**src/rtl/cursor_pos_ctrl.sv**
```systemverilog
// cursor_pos_ctrl
//   Turns five raw active-low push-buttons into signed cursor offsets for the
//   VGA sprite renderer. The position moves once per video frame, paced by the
//   rising edge of the renderer's vertical sync. Holding a direction makes the
//   cursor accelerate, and the position is clamped to the visible area.
//
// Ports
//   i_clk, i_rst_n      system clock, asynchronous active-low reset
//   i_btn_up/down/left/right/center  raw buttons, active-low, asynchronous
//   i_vs                vertical sync from the VGA block, active-low, asynchronous
//   o_x_pos, o_y_pos    signed 10-bit offsets (positive Y = up)
//   o_frame_tick        one-cycle pulse marking each position update
//   o_moving            last update requested motion on either axis
module cursor_pos_ctrl #(
  parameter int DEBOUNCE_CYCLES = 250000,
  parameter int X_MIN           = -295,
  parameter int X_MAX           = 340,
  parameter int Y_MIN           = -260,
  parameter int Y_MAX           = 215,
  parameter int STEP_MAX        = 4,
  parameter int ACCEL_FRAMES    = 8
) (
  input  logic              i_clk,
  input  logic              i_rst_n,
  input  logic              i_btn_up,
  input  logic              i_btn_down,
  input  logic              i_btn_left,
  input  logic              i_btn_right,
  input  logic              i_btn_center,
  input  logic              i_vs,
  output logic signed [9:0] o_x_pos,
  output logic signed [9:0] o_y_pos,
  output logic              o_frame_tick,
  output logic              o_moving
);

  localparam int CNT_W = (DEBOUNCE_CYCLES > 1) ? $clog2(DEBOUNCE_CYCLES) : 1;
  localparam logic [CNT_W-1:0] CNT_LAST   = CNT_W'(DEBOUNCE_CYCLES - 1);
  localparam logic [7:0]       ACCEL_8    = 8'(ACCEL_FRAMES);
  localparam logic [7:0]       STEP_MAX_8 = 8'(STEP_MAX);
  localparam logic [7:0]       HOLD_SAT   = 8'(ACCEL_FRAMES * STEP_MAX);
  localparam logic signed [11:0] X_MIN_12 = 12'(X_MIN);
  localparam logic signed [11:0] X_MAX_12 = 12'(X_MAX);
  localparam logic signed [11:0] Y_MIN_12 = 12'(Y_MIN);
  localparam logic signed [11:0] Y_MAX_12 = 12'(Y_MAX);

  // Clamp a widened sum into [lo, hi]; the bounds fit in 10 bits, so the
  // truncation after clamping is lossless.
  function automatic logic signed [9:0] clamp10(input logic signed [11:0] v,
                                                input logic signed [11:0] lo,
                                                input logic signed [11:0] hi);
    logic signed [11:0] c;
    if (v < lo)      c = lo;
    else if (v > hi) c = hi;
    else             c = v;
    return c[9:0];
  endfunction

  // Bit order: 0 up, 1 down, 2 left, 3 right, 4 centre, 5 vsync.
  logic [5:0] raw;
  logic [5:0] sync1_q;
  logic [5:0] sync2_q;

  assign raw = {i_vs, i_btn_center, i_btn_right, i_btn_left, i_btn_down, i_btn_up};

  always_ff @(posedge i_clk or negedge i_rst_n) begin
    if (!i_rst_n) begin
      sync1_q <= '1;
      sync2_q <= '1;
    end else begin
      sync1_q <= raw;
      sync2_q <= sync1_q;
    end
  end

  // Debouncers: count while the sample disagrees with the accepted level,
  // accept it once it has disagreed for DEBOUNCE_CYCLES consecutive cycles.
  logic [4:0] level;

  for (genvar g = 0; g < 5; g++) begin : g_db
    logic [CNT_W-1:0] cnt_q;
    logic             lvl_q;

    always_ff @(posedge i_clk or negedge i_rst_n) begin
      if (!i_rst_n) begin
        cnt_q <= '0;
        lvl_q <= 1'b1;
      end else if (sync2_q[g] == lvl_q) begin
        cnt_q <= '0;
      end else if (cnt_q == CNT_LAST) begin
        cnt_q <= '0;
        lvl_q <= sync2_q[g];
      end else begin
        cnt_q <= cnt_q + 1'b1;
      end
    end

    assign level[g] = lvl_q;
  end

  // Frame tick: rising edge of the synchronised sync (end of the pulse).
  logic vs_prev_q;
  logic tick;
  assign tick = sync2_q[5] & ~vs_prev_q;

  // Recentre fires on the debounced press edge of the centre button only.
  logic cen_prev_q;
  logic recentre;
  assign recentre = cen_prev_q & ~level[4];

  // Opposing buttons cancel, so each axis moves only when exactly one is held.
  logic dx_pos, dx_neg, dy_pos, dy_neg, motion;
  assign dx_pos = ~level[3] &  level[2];
  assign dx_neg =  level[3] & ~level[2];
  assign dy_pos = ~level[0] &  level[1];
  assign dy_neg =  level[0] & ~level[1];
  assign motion = dx_pos | dx_neg | dy_pos | dy_neg;

  logic [7:0]         hold_q, hold_d;
  logic [7:0]         step_raw, step;
  logic signed [11:0] step_s;

  assign step_raw = (hold_q / ACCEL_8) + 8'd1;
  assign step     = (step_raw > STEP_MAX_8) ? STEP_MAX_8 : step_raw;
  assign step_s   = $signed({4'b0000, step});

  logic signed [9:0]  x_q, x_d, y_q, y_d;
  logic signed [11:0] x_sum, y_sum;
  logic               moving_q, moving_d;
  logic               tick_q;

  always_comb begin
    x_sum = $signed({{2{x_q[9]}}, x_q});
    if (dx_pos) x_sum = x_sum + step_s;
    if (dx_neg) x_sum = x_sum - step_s;
    y_sum = $signed({{2{y_q[9]}}, y_q});
    if (dy_pos) y_sum = y_sum + step_s;
    if (dy_neg) y_sum = y_sum - step_s;
  end

  always_comb begin
    x_d      = x_q;
    y_d      = y_q;
    hold_d   = hold_q;
    moving_d = moving_q;
    if (tick) begin
      x_d      = clamp10(x_sum, X_MIN_12, X_MAX_12);
      y_d      = clamp10(y_sum, Y_MIN_12, Y_MAX_12);
      moving_d = motion;
      if (!motion)               hold_d = 8'd0;
      else if (hold_q < HOLD_SAT) hold_d = hold_q + 8'd1;
    end
    // Recentre overrides a coincident tick's movement.
    if (recentre) begin
      x_d    = '0;
      y_d    = '0;
      hold_d = 8'd0;
    end
  end

  always_ff @(posedge i_clk or negedge i_rst_n) begin
    if (!i_rst_n) begin
      x_q        <= '0;
      y_q        <= '0;
      hold_q     <= 8'd0;
      moving_q   <= 1'b0;
      tick_q     <= 1'b0;
      vs_prev_q  <= 1'b1;
      cen_prev_q <= 1'b1;
    end else begin
      x_q        <= x_d;
      y_q        <= y_d;
      hold_q     <= hold_d;
      moving_q   <= moving_d;
      tick_q     <= tick;
      vs_prev_q  <= sync2_q[5];
      cen_prev_q <= level[4];
    end
  end

  assign o_x_pos      = x_q;
  assign o_y_pos      = y_q;
  assign o_frame_tick = tick_q;
  assign o_moving     = moving_q;

endmodule
```
**config.mk**
```make
export PLATFORM = sky130hd
export DESIGN_NAME = cursor_pos_ctrl
export DESIGN_NICKNAME = d
export VERILOG_FILES = /design/src/rtl/cursor_pos_ctrl.sv
export SDC_FILE = /design/constraint.sdc
export NUM_CORES = 1
export LEC_CHECK = 0
export ABC_CLOCK_PERIOD_IN_PS = 14400
export BUFFER_PORTS_ARGS = -buffer_cell sky130_fd_sc_hd__buf_2
export CORE_MARGIN = 2
export CORE_UTILIZATION = 50
export CTS_BUF_LIST = sky130_fd_sc_hd__clkbuf_8
export CTS_CLUSTER_SIZE = 40
export DETAILED_ROUTE_END_ITERATION = 6
export PLACE_DENSITY_LB_ADDON = 0.15
export SLEW_MARGIN = 0
export SYNTH_ARGS = -nofsm -noshare
export SYNTH_HDL_FRONTEND = slang
export SYNTH_SLANG_ARGS = --single-unit
export TNS_END_PERCENT = 1
```
**constraint.sdc**
```tcl
create_clock -name i_clk -period 14.4 [get_ports i_clk]
set_input_delay 2.88 -clock i_clk [delete_from_list [all_inputs] [get_ports i_clk]]
set_output_delay 2.88 -clock i_clk [all_outputs]
set_load 0.02 [all_outputs]
```
# [After elaboration in Yosys (flattened, before gate mapping)]
# Index checks and enable logic that the tools add are counted.
[word_totals] out_inout_bits=22 wordCells=101 register_bits=139
[op_classes] bitwise_logic=20 n_reduce_logical=7 n_eq_ne=11 n_lt_le_gt_ge=6 n_mux=27 n_addsub=11
[op_table] op="$mux W18" n=10
[op_table] op="$add A18 B1 Y18 const B" n=5
[op_table] op="$eq A18 B18 Y1 const B" n=5
[op_table] op="$mux W10" n=8
[op_table] op="$mux W12" n=4
[op_table] op="$mux W8" n=4
[op_table] op="$lt A12 B10 Y1 const B" n=2
[op_table] op="$sub A12 B7 Y12" n=2
[op_table] op="$add A10 B7 Y11" n=2
[op_table] op="$gt A12 B10 Y1 const B" n=1
[op_table] op="$gt A12 B9 Y1 const B" n=1
[op_table] op="$reduce_and A2 Y1" n=6
[op_table] op="$not A1 Y1" n=11
[op_table] op="$add A8 B1 Y8 const B" n=1
[op_table] op="$lt A8 B6 Y1 const B" n=1
[op_table] op="$add A5 B1 Y6 const B" n=1
[op_table] op="$and A1 B1 Y1" n=6
[op_table] op="$gt A6 B3 Y1 const B" n=1
[op_table] op="$mux W6" n=1
[op_table] op="$eq A1 B1 Y1" n=5
[op_table] op="$ne A3 B2 Y1 const B" n=1
[op_table] op="$or A1 B1 Y1" n=3
[op_table] op="$reduce_bool A2 Y1" n=1

# [Longest topological paths before layout]
# Gate-level depths: netlist (run 1).
[logic_depth] ltp_word=12 mapped_depth=24

# [Least setup slack after synthesis (run 1)]
# Ideal clock, no wire load.
[synth_path] path_type="flip-flop to flip-flop" from="reg hold_q[3]" to="reg x_q[3] (netlist: o_x_pos[3])" t_arrival_ns=5.009 period_less_slack_ns=5.131 path_slack_ns=9.269 stages_incl_launch_ff=25 setup_ns=0.122 required_time_ns=14.278 cell_sequence="dfrtp_1 -> ha_1 -> nand3b_2 -> or3_1 -> buf_6 -> nand3_1 -> nand2_1 -> xnor2_1 -> ha_1 -> a21o_1 -> a31oi_1 -> a21oi_1 -> nand2_1 -> xor2_1 -> o21ai_0 -> ha_1 -> a21o_1 -> nor3_1 -> a211oi_1 -> nand2_1 -> and4_1 -> a21oi_2 -> a211oi_2 -> or3_1 -> a32o_1"
[synth_between] elab_chain_len=12 word_cells_on_any_way=13 cone_classes="add/sub: 3; order compare: 3; mux: 7"
[synth_rtl] element="start, declared" line_no="119" rtl="logic [7:0] hold_q, hold_d;"
[synth_rtl] element="start signal, assigned" line_no="173" rtl="hold_q <= hold_d;"
[synth_rtl] element="$add A5 B1 Y6 *" line_no="123" rtl="assign step_raw = (hold_q / ACCEL_8) + 8'd1;"
[synth_rtl] element="$gt A6 B3 Y1" line_no="124" rtl="assign step = (step_raw > STEP_MAX_8) ? STEP_MAX_8 : step_raw;"
[synth_rtl] element="$mux W6 *" line_no="124"
[synth_rtl] element="$add A10 B7 Y11" line_no="134" rtl="if (dx_pos) x_sum = x_sum + step_s;"
[synth_rtl] element="$mux W12" line_no="134"
[synth_rtl] element="$sub A12 B7 Y12" line_no="135" rtl="if (dx_neg) x_sum = x_sum - step_s;"
[synth_rtl] element="$mux W12 *" line_no="135"
[synth_rtl] element="$gt A12 B10 Y1" line_no="54" rtl="else if (v > hi) c = hi;"
[synth_rtl] element="$mux W10" line_no="54"
[synth_rtl] element="$mux W10 *" line_no="53" rtl="if (v < lo) c = lo;"
[synth_rtl] element="$mux W10 *" line_no="146" rtl="if (tick) begin"
[synth_rtl] element="$mux W10 *" line_no="154" rtl="if (recentre) begin"
[synth_rtl] element="end signal, assigned" line_no="163" rtl="x_q <= '0;"
[synth_rtl] element="end signal, assigned" line_no="171" rtl="x_q <= x_d;"
[synth_rtl] element="end, declared" line_no="127" rtl="logic signed [9:0] x_q, x_d, y_q, y_d;"
# Mark *: on every way between the ends. The rest lies on a longest branch, timed or not. The select of a mux whose other input is x is not followed.
# A chain may end at the register's enable or synchronous reset.

# [Final worst setup path (run 1)]
[layout_path] from="reg hold_q[3]" to="reg x_q[2] (netlist: o_x_pos[2])"
# The elaborated chain is that of the path after synthesis.

==> impl_results.md, run 1 <==
- CTS root buf: clkbuf_8
- First DRT Iteration DRCs: 521
- Total leakage power: 3.92 nW
- Area growth from synthesis to layout: 8.73%
- Htree depth: 4
- Number of vias in the routed layout: 6907
- Min-delay worst type: flop to flop
- Slew margin rel.: a little over a third
- Initial Utilization: between 50% and 60%
- Final instance area: between 9000 and 10000 sq um
- Synth Register Bits: roughly 140
- Critical path startpoint category: flop
- Final Max Tran Viols: 0
- Worst-margin pin slew: a little under 1000 ps
- EDFF count, synth: 0
- Placed cell areas: 9070 sq um
- Final HPWL DP: roughly 13000 um
- Vias/cell: around 5.6
- Peak VDD IR: around 69 uV
- Yosys warns: 0
- Finish-stage setup viols: 0
- DR WL/cell: roughly 15 um
- Sequential cell area fraction in the yosys report: roughly two fifths
- Die Area: ~19000 sq um
- Synthesized cell area: 8740 sq um
- Width of the die: roughly 140 um
- Routability Congestion: about 0.94
- All-Layer GR Usage: a little over a fifth
- First-pass GRT wire length: 31600 um
- Core area: between 15000 and 20000 sq um
- Worst-path fanout max: 8
- RSZ-0062 raised after global routing: false
- CTS Buf Count: 17
- Hold Violations, Final: 0
- Clock tree buffer depth: 2
- Largest net degree at the start of global routing: 76
- Initial antenna violation count: 0
- # clock sinks: around 140
- IO Pins: 30
- Postcts setup bufs: 0
- CP endpoint kind: flop
- Share of cells above drive strength 1: around 13%
- Remaining antenna violation count: 0
- Drt first pass iters: 5
- Critical path type: flop to flop
- Worst-path clk slew: 100 ps
- PwrDens: ~93 nW/um^2
- Syn Area/Cell: about 9.1 sq um
- Cells after Synth: approximately 960
- Cell Rows: 48
- Worst Path Required: 14730 ps
- Yosys cell types: 95
- FMAX: 0.160 GHz
- Tcrit/Tclk final: a little over two fifths
- CTS resizes: 0
- Final WL: 18900 um
- Setup TNS after final layout: 0 ps
- # diodes: 0
- Cts hold-fix bufs: 0
- Status: completed
- Number of global-route vias before repair: about 6500
- Minimum clock period: roughly 6200 ps
- Arrival @ worst endpoint: ~6600 ps
- Most frequent cells in the layout: nor2_1, dfrtp_1, nand2_1
- Post-route DRC: 0
- Leading cell type in the layout, fill and taps excluded: nor2_1
- IO Port Bufs: 29
- Worst R2R Setup Slack: ~8200 ps
- Clock Latency Late Sink: about 450 ps
- CTS tree: done
- Total of max-cap violations: 0
- Die height: around 140 um
- Main synth FF type: dfrtp_1
- Async SR Flop Fraction: 100%
- GRT overflow: 0
- Worst Skew: around 19 ps
- Nets: ~1000
per-layer routing:
layer,GRT usage (%),wire [um],vias up
li1,-,-,3458
met5,0,0,-
met1,30.9,9300,3274
met3,5.00,970,22
met2,32.4,8340,153
met4,6.13,246,0
sequential cells by signal, indices dropped and copies added (netlist names):
register / cells
o_moving: 1
g_db.lvl_q: 5
o_y_pos: 10
g_db.cnt_q: 90
o_x_pos: 10
vs_prev_q: 1
sync1_q: 6
hold_q: 8
cen_prev_q: 1
sync2_q: 6
o_frame_tick: 1
critical path, stage by stage, from the launching register on:
cell      delay [ps]
dfrtp_1          500
ha_1             260
a21bo_2          270
or3_1            470
nand3_1          270
nand2_1          240
xnor2_1          220
ha_1             260
a21o_1           210
a31oi_1          320
a21oi_1          160
nand2_1          120
xor2_1           140
o21ai_0          110
ha_1             380
a21o_1           180
nor3_1            60
a211oi_1         530
nand2_1          170
and4_1           230
a211oi_1         460
a31oi_4           90
nor2b_1          160
o41ai_1          340
cell families after synthesis:
| family | share of synthesized area, % |
|---|---|
| DFF | 40.1 |
| other | 0.0859 |
| and+or+nand+nor | 24.2 |
| buffers and inverters | 2.72 |
| adders and majority gates | 4.81 |
| muxes | 1.56 |
| xor gates and xnor gates | 10.9 |
| AOI/OAI and AO/OA | 15.7 |
where the power goes:
group	switching, W	internal (W)
clock network	0.000167	0.000181
logic	0.0000749	0.0000452
registers	0.0000129	0.000401
cells in the mapped netlist, types with 6 or more instances:
cell type	instances	area (sq um)
a211oi_1	7	52.6
a21o_1	8	60.1
a21oi_1	29	145
a31oi_1	12	75.1
and3_1	23	144
clkbuf_1	25	93.8
dfrtp_1	120	3000
dfstp_2	19	499
ha_1	32	400
inv_1	21	78.8
mux2i_1	8	80.1
nand2_1	100	375
nand2b_1	12	75.1
nand3_1	44	220
nand3b_1	7	52.6
nand4_1	15	93.8
nor2_1	143	537
nor2b_1	10	62.6
nor3_1	22	110
nor4_1	10	62.6
nor4b_1	6	52.6
o211ai_1	6	45.0
o21ai_0	34	170
or2_2	6	37.5
or3_1	15	93.8
xnor2_1	54	473
xor2_1	55	482
worst paths after layout:
| path | startpoint | to | cells after the start |
|---|---|---|---|
| worst min register to register | sync1_q[5] | sync2_q[5] | 0 |
| worst max-delay path | hold_q[3] | o_x_pos[2] | 23 |
| min in group asynchronous | i_rst_n | g_db[4].cnt_q[0] | 1 |
| worst max register to register | hold_q[3] | o_x_pos[2] | 23 |
| max in group asynchronous | i_rst_n | o_y_pos[0] | 2 |
| worst min-delay path | sync1_q[5] | sync2_q[5] | 0 |
stage by stage:
stage / hold WS, ps / std cells / total power [W] / utilization [%] / setup WS [ps]
2_1_floorplan: 345 / 970 / 0.000507 / - / 9270
3_3_place_gp: 345 / 1192 / 0.000540 / 52.8 / 8390
3_5_place_dp: 348 / 1192 / 0.000540 / 52.8 / 8300
4_1_cts: 361 / 1224 / 0.000891 / 55.3 / 8270
5_1_grt: 363 / 1224 / 0.000927 / 55.3 / 7660
6_report: 355 / 1224 / 0.000882 / 55.3 / 8160
final cells by class:
class	instances	area [sq um]
clock inverters	14	185
clock buffers	18	248
inverters	22	82.6
fillers	1604	7670
multi-input cells	774	5030
well taps	225	282
repair buffers	32	174
flip-flops and latches	139	3500
(Power assumes the default switching activity.)
==> inputs of run 2 (changes only) <==
--- a/config.mk
+++ b/config.mk
@@ -5,7 +5,7 @@
 export SDC_FILE = /design/constraint.sdc
 export NUM_CORES = 1
 export LEC_CHECK = 0
-export ABC_CLOCK_PERIOD_IN_PS = 14400
+export ABC_CLOCK_PERIOD_IN_PS = 5550
 export BUFFER_PORTS_ARGS = -buffer_cell sky130_fd_sc_hd__buf_2
 export CORE_MARGIN = 2
 export CORE_UTILIZATION = 50
==> constraint.sdc (replaced) <==
create_clock -name i_clk -period 5.55 [get_ports i_clk]
set_input_delay 1.11 -clock i_clk [delete_from_list [all_inputs] [get_ports i_clk]]
set_output_delay 1.11 -clock i_clk [all_outputs]
set_load 0.02 [all_outputs]
==> run 2 against run 1 <==
- first-iteration DRC count is 25% lower
- flip-flop and latch count did not move
- highest routed layer unchanged
- die area did not move
- critical endpoint is now o_x_pos[1]
- wire length is 0.33% lower
- fmax is 21% higher
- largest power group unchanged
- hold slack better by 3.0 ps
- cell area increased by 1.5%
- combinational power grew to 2.7 times the previous value
- clock power rose by 110%
- final cell count up 1.6%
- non-clock buffer count rose by 19
- via count is 1.1% higher
==> impl_results.md, run 2 (synthesis results as in run 1) <==
- Status: completed
- Arrival @ worst endpoint: 5520 ps (-1050 ps)
- Minimum clock period: 5180 ps (-1060 ps)
- Cell internal pwr: 0.00148 W (+140%)
- All-Layer GR Usage: 21.8% (+0.31 points)
- Register share of total power: 50.7% (+3.7 points)
- Min-delay worst type: flop to flop
- Worst Skew: 12.9 ps (-6.08 ps)
- Final Max Tran Viols: 0 (unchanged)
- Cell Rows: 48 (unchanged)
- Layout Utilization: 56.2% (+0.83 points)
- IO Pins: 30 (unchanged)
- Critical path startpoint category: flop
- Leading cell type in the layout, fill and taps excluded: nor2_1
- Tcrit/Tclk final: 93.3% (+50 points)
- Remaining antenna violation count: 0 (unchanged)
- CTS Buf Count: 17 (unchanged)
- Clock tree buffer depth: 2 (unchanged)
- Worst-path clk slew: 80 ps (-20 ps)
- Die Area: 18600 sq um (unchanged)
- Share of cells above drive strength 1: 15.9% (+3.4 points)
- Width of the die: 136 um (unchanged)
- Post-route DRC: 0 (unchanged)
- Drt first pass iters: 5 (unchanged)
- CP endpoint kind: flop
- # clock sinks: 139 (unchanged)
- Htree depth: 4 (unchanged)
- Core area: 17200 sq um (unchanged)
- Total leakage power: 3.97 nW (+1.5%)
- Post-Place Cells: 1205 (+1.1%)
- Initial Utilization: 50.9% (unchanged)
- Final WL: 18800 um (-0.33%)
- FMAX: 0.193 GHz (+21%)
- Critical Path Source: hold_q[3]
- Hold path start: sync1_q[0]
- Clock Latency Late Sink: 450 ps (about the same)
- CTS root buf: clkbuf_8
- Slew margin rel.: 34.7% (-0.97 points)
- Number of global-route vias before repair: 6704 (+3.2%)
- Net Sw Power: 0.000645 W (+150%)
- Critical path type: flop to flop
- Worst-path fanout max: 8 (unchanged)
- Hold Violations, Final: 0 (unchanged)
- Vias/cell: 5.62 (-0.47%)
- IO Port Bufs: 29 (unchanged)
- Cts hold-fix bufs: 0 (unchanged)
- Worst Path Required: 5890 ps (-8840 ps)
- Cell Count, Final, Fillers Out: 1243 (+1.6%)
- Largest register by flop count: g_db.cnt_q
- Initial antenna violation count: 0 (unchanged)
- CTS tree: done
- Max reg flops: 90 (unchanged)
- Area growth from synthesis to layout: 10.4%
- Clock share of power: 33.9% (-5.5 points)
- Comb pwr share: 15.4% (+1.8 points)
- First-pass GRT wire length: 32500 um (+2.7%)
- PwrDens: 220 nW/um^2 (+140%)
- Finish-stage setup viols: 0 (unchanged)
- Peak VDD IR: 152 uV (+120%)
- Final HPWL DP: 13500 um (+0.57%)
- Routability Congestion: 0.926 (-1.4%)
- Switch share: 30.4% (+1.5 points)
- Reg-to-Reg Start: hold_q[3]
- GRT overflow: 0 (unchanged)
- DR WL/cell: 15.1 um (-1.9%)
- Worst-margin pin slew: 976 ps (+14.4 ps)
- Die height: 136 um (unchanged)
- Largest net degree at the start of global routing: 109 (+43%)
- Most frequent cells in the layout: nor2_1, dfrtp_1, nand2_1
- Fill count: 1630 (+1.6%)
- # diodes: 0 (unchanged)
- Number of vias in the routed layout: 6981 (+1.1%)
- Total of max-cap violations: 0 (unchanged)
- First DRT Iteration DRCs: 389 (-25%)
- Nets: 1046 (+1.9%)
[run 2: metal layers]
metal | GRT usage (%) | wire, um
met5 | 0 | 0
met4 | 7.47 | 325
met3 | 5.26 | 1050
met2 | 32.7 | 8250
met1 | 30.9 | 9170
[run 2: what timing repair did]
item,in CTS,in global routing
pin swaps,0,7
setup endpoints to repair,2,18
resized for setup,1,25
buffers inserted,0,6
[run 2: area by class of cell]
cell class | instances | area, sq um | area share, %
tap | 225 | 282 | 2.92
clock buffer | 17 | 234 | 2.43
clock inverter | 15 | 104 | 1.08
timing repair buffer | 51 | 317 | 3.28
inverter | 22 | 82.6 | 0.856
sequential | 139 | 3500 | 36.3
multi-input combinational | 774 | 5120 | 53.1
[run 2: power groups by stage]
stage                     clock, W  combinational (W)  sequential (W)
after floorplan                  0           0.000221         0.00109
after global placement           0           0.000314         0.00109
after detailed placement         0           0.000313         0.00110
after CTS                 0.000751           0.000315         0.00108
after global routing      0.000785           0.000364         0.00108
final                     0.000718           0.000327         0.00108
[run 2: path summary, 6_finish.rpt]
kind / end / slack, ps / cells after the start
hold reg to reg: sync2_q[0] / 360 / 0
min in group asynchronous: g_db[4].cnt_q[3] / 810 / 1
setup / recovery: o_x_pos[1] / 370 / 25
hold / removal: sync2_q[0] / 360 / 0
max in group asynchronous: sync2_q[5] / 3720 / 2
setup reg to reg: o_x_pos[1] / 370 / 25
[run 2: critical path, cell delays in order (launching register included)]
cell and delay (ps):
dfrtp_2 430, ha_2 230, a21bo_2 260, o22ai_2 240, a21oi_2 140, nor3_2 240
ha_2 220, nor2_1 40, nor2_1 170, o21ai_1 110, o21bai_1 250, nand2_1 100
xnor2_1 130, ha_1 310, nand2_1 100, a2111oi_1 380, buf_4 200, o211a_1 200
nor2_1 80, nand3_1 90, xor2_1 320, buf_4 200, a31oi_4 100, buf_4 160
nor2b_1 120, a32o_1 250
[run 2: per-stage QoR]
step	area [sq um]	total power, W	setup slack [ps]	TNS (ps)	hold slack (ps)
after floorplan	8770	0.00131	419	0	345
after CTS	9510	0.00214	59.5	0	358
final	9650	0.00212	370	0	358
after global routing	9650	0.00223	-9.90	-9.90	362
after detailed placement	9170	0.00141	42.7	0	347
after global placement	9170	0.00141	7.63	0	345
==> inputs of run 3 (changes only) <==
--- a/config.mk
+++ b/config.mk
@@ -5,6 +5,7 @@
 export SDC_FILE = /design/constraint.sdc
 export NUM_CORES = 1
 export LEC_CHECK = 0
+export ABC_AREA = 1
 export ABC_CLOCK_PERIOD_IN_PS = 5550
 export BUFFER_PORTS_ARGS = -buffer_cell sky130_fd_sc_hd__buf_2
 export CORE_MARGIN = 2
==> run 3 against run 2 <==
- worst setup slack better by 680 ps
- wire length is 2.7% lower
- largest cell class unchanged
- sequential share of layout area is 0.77 points higher
- first-iteration DRC count is 15% higher
- critical endpoint is now o_y_pos[3]
==> impl_results.md, run 3 <==
- Number of vias in the routed layout: 7256 (+3.9%)
- Mux contribution to synthesized area: 0.644% (-0.92 points)
- Largest family of logic cells by synthesized area: simple AND/OR/NAND/NOR gates
- DR WL/cell: 12.6 um (-16%)
- Worst-path fanout max: 9 (+1)
- Yosys cell types: 45 (-53%)
- Worst-path clk slew: 90 ps (about the same)
- Initial Utilization: 51.3% (+0.45 points)
- Leading area contributor after synthesis: dfrtp_1
- Largest register by flop count: g_db.cnt_q
- Post-route DRC: 0 (unchanged)
- Worst Skew: 11.1 ps (-1.81 ps)
- Cells after Synth: 1157 (+20%)
- Max reg flops: 90 (unchanged)
- CTS resizes: 0 (-1)
- Syn Area/Cell: 7.39 sq um (-19%)
- Synth Area in Simple Gates: 35.2% (+11 points)
- Total of max-cap violations: 0 (unchanged)
- Crit-path slowest cell: dfrtp_1
- Initial antenna violation count: 0 (unchanged)
- Clock Latency Late Sink: 460 ps (about the same)
- Remaining antenna violation count: 0 (unchanged)
- GRT overflow: 0 (unchanged)
- RSZ-0062 raised after global routing: false
- Number of global-route vias before repair: 7035 (+4.9%)
- CTS tree: done
- Peak VDD IR: 186 uV (+22%)
- First-pass GRT wire length: 32000 um (-1.4%)
- Critical Path Max Stage Delay: 470 ps (+40 ps)
- Clock tree buffer depth: 2 (unchanged)
- Ranking of synthesized cells by area: dfrtp_1, nand2_1, inv_1, dfstp_2, nor2_1
- Critical path type: flop to flop
- Synth Register Bits: 139 (unchanged)
- Width of the die: 135 um (-1.1%)
- XOR/XNOR Fraction of Synth Area: 2.97% (-7.9 points)
- Nets: 1253 (+20%)
- Routability Congestion: 0.828 (-11%)
- Count leader, synth: nand2_1
- Setup TNS after final layout: 0 ps (unchanged)
- Total leakage power: 4.61 nW (+16%)
- Drt first pass iters: 4 (-1)
- Layout Utilization: 56.7% (+0.56 points)
- Htree depth: 4 (unchanged)
- Min-delay worst type: flop to flop
- Vias/cell: 5.02 (-11%)
- Share of cells above drive strength 1: 11.8% (-4.2 points)
- Yosys warns: 0 (unchanged)
- CTS root buf: clkbuf_8
- Finish-stage setup viols: 0 (unchanged)
- IO Port Bufs: 29 (unchanged)
- Main synth FF type: dfrtp_1
- Async SR Flop Fraction: 100% (unchanged)
- PwrDens: 298 nW/um^2 (+36%)
- Hold Violations, Final: 0 (unchanged)
- Cell Rows: 47 (-2.1%)
- CTS Buf Count: 17 (unchanged)
- Slew margin rel.: 26.4% (-8.3 points)
- Final HPWL DP: 13400 um (-0.62%)
- Die Area: 18200 sq um (-2.2%)
- Tcrit/Tclk final: 81.2% (-12 points)
- Most frequent cells in the layout: nand2_1, inv_1, nor2_1
- Largest net degree at the start of global routing: 98 (-10%)
- First DRT Iteration DRCs: 449 (+15%)
- Worst Path Required: 5890 ps (about the same)
- Cts hold-fix bufs: 0 (unchanged)
- CP endpoint kind: flop
- IO Pins: 30 (unchanged)
- Area growth from synthesis to layout: 10.5%
- Core area: 16600 sq um (-3.1%)
- Worst-margin pin slew: 1090 ps (+116 ps)
- Arrival @ worst endpoint: 4850 ps (-670 ps)
- Post-Synth Adder-Cell Area: 4.92% (+0.11 points)
- Leading cell type in the layout, fill and taps excluded: nand2_1
- Status: completed
- Die height: 135 um (-1.1%)
- Worst Hold Depth: 0 (unchanged)
- Critical path startpoint category: flop
- Final Max Tran Viols: 0 (unchanged)
- # diodes: 0 (unchanged)
- EDFF count, synth: 0 (unchanged)
- Compound-Gate Fraction of Synth Area: 6.71% (-9.0 points)
- All-Layer GR Usage: 21.8% (+0.026 points)
- R2r worst-path depth: 33 (+32%)
- Minimum clock period: 4500 ps (-676 ps)
- # clock sinks: 139 (unchanged)
- Synth top cells by count: nand2_1, inv_1, nor2_1
- Share of the synthesized area in the top cell type: 35.1% (+0.79 points)
- Sequential cell area fraction in the yosys report: 41.0% (+0.92 points)
- Cell mode on critical path: nand2_1
- Postcts setup bufs: 0 (unchanged)
- Final WL: 18300 um (-2.7%)
- FMAX: 0.222 GHz (+15%)
- Synthesized cell area: 8550 sq um (-2.2%)
[run 3: changes by cell type after synthesis, moves of 21 or more]
cell / before / now
nand2_2: 0 / 23
xnor2_1: 54 / 6
a21oi_1: 29 / 50
nor3_1: 22 / 53
nand2_1: 100 / 280
nand3_1: 44 / 82
xor2_1: 55 / 23
inv_1: 21 / 174
[run 3: per-layer routing]
layer	wire, um	global-route usage, %	up-vias
met4	346	7.25	0
met3	493	3.98	23
li1	-	-	3829
met5	0	0	-
met2	8480	36.6	76
met1	8950	28.6	3328
[run 3: area by class of cell]
cell class | count | area (sq um)
clock buffer | 17 | 234
timing repair buffer | 34 | 189
clock inverter | 15 | 175
sequential | 139 | 3500
tap | 220 | 275
inverter | 188 | 706
multi-input combinational | 832 | 4360
fill | 1629 | 7200
[run 3: logic make-up (layout without fill, tap and decap cells)]
family / after synthesis / in the layout
adder cells (fa/ha/maj): 33 / 33
flip-flops: 139 / 139
other: 2 / 10
multiplexers: 5 / 5
XOR/XNOR: 29 / 29
AND/OR/NAND/NOR: 655 / 655
buffers and inverters: 194 / 254
AO/OA/AOI/OAI: 100 / 100
[run 3: worst max-delay path: cells and delay by family, from the launching register on]
family | cells | cell delay [ps]
flops | 1 | 470
compound gates | 4 | 850
simple gates | 22 | 1910
fa+ha+maj | 4 | 960
buf+inv | 3 | 170
[run 3: power breakdown]
part	leakage, nW	total, W	switching [W]	internal, W
sequential	1.83	0.00116	0.0000823	0.00107
clock	0.204	0.000864	0.000420	0.000444
combinational	2.57	0.000798	0.000519	0.000279
total	4.61	0.00282	0.00102	0.00180
[run 3: through the flow]
step	instances	hold slack [ps]	area [sq um]	power (W)	setup slack [ps]
global route	1445	361	9440	0.00303	382
global placement	1413	346	9030	0.00196	1190
finish	1445	354	9440	0.00282	1050
CTS	1445	359	9440	0.00285	1040
floorplan	1165	345	8580	0.00175	1540
detailed placement	1413	347	9030	0.00197	1080
[run 3: worst paths after layout]
| path | slack, ps | from | to |
|---|---|---|---|
| max in group asynchronous | 3690 | i_rst_n | g_db[1].lvl_q |
| worst max register to register | 1050 | hold_q[3] | o_y_pos[3] |
| worst min register to register | 350 | sync1_q[0] | sync2_q[0] |
| worst max-delay path | 1050 | hold_q[3] | o_y_pos[3] |
| worst min-delay path | 350 | sync1_q[0] | sync2_q[0] |
| min in group asynchronous | 760 | i_rst_n | g_db[4].cnt_q[13] |
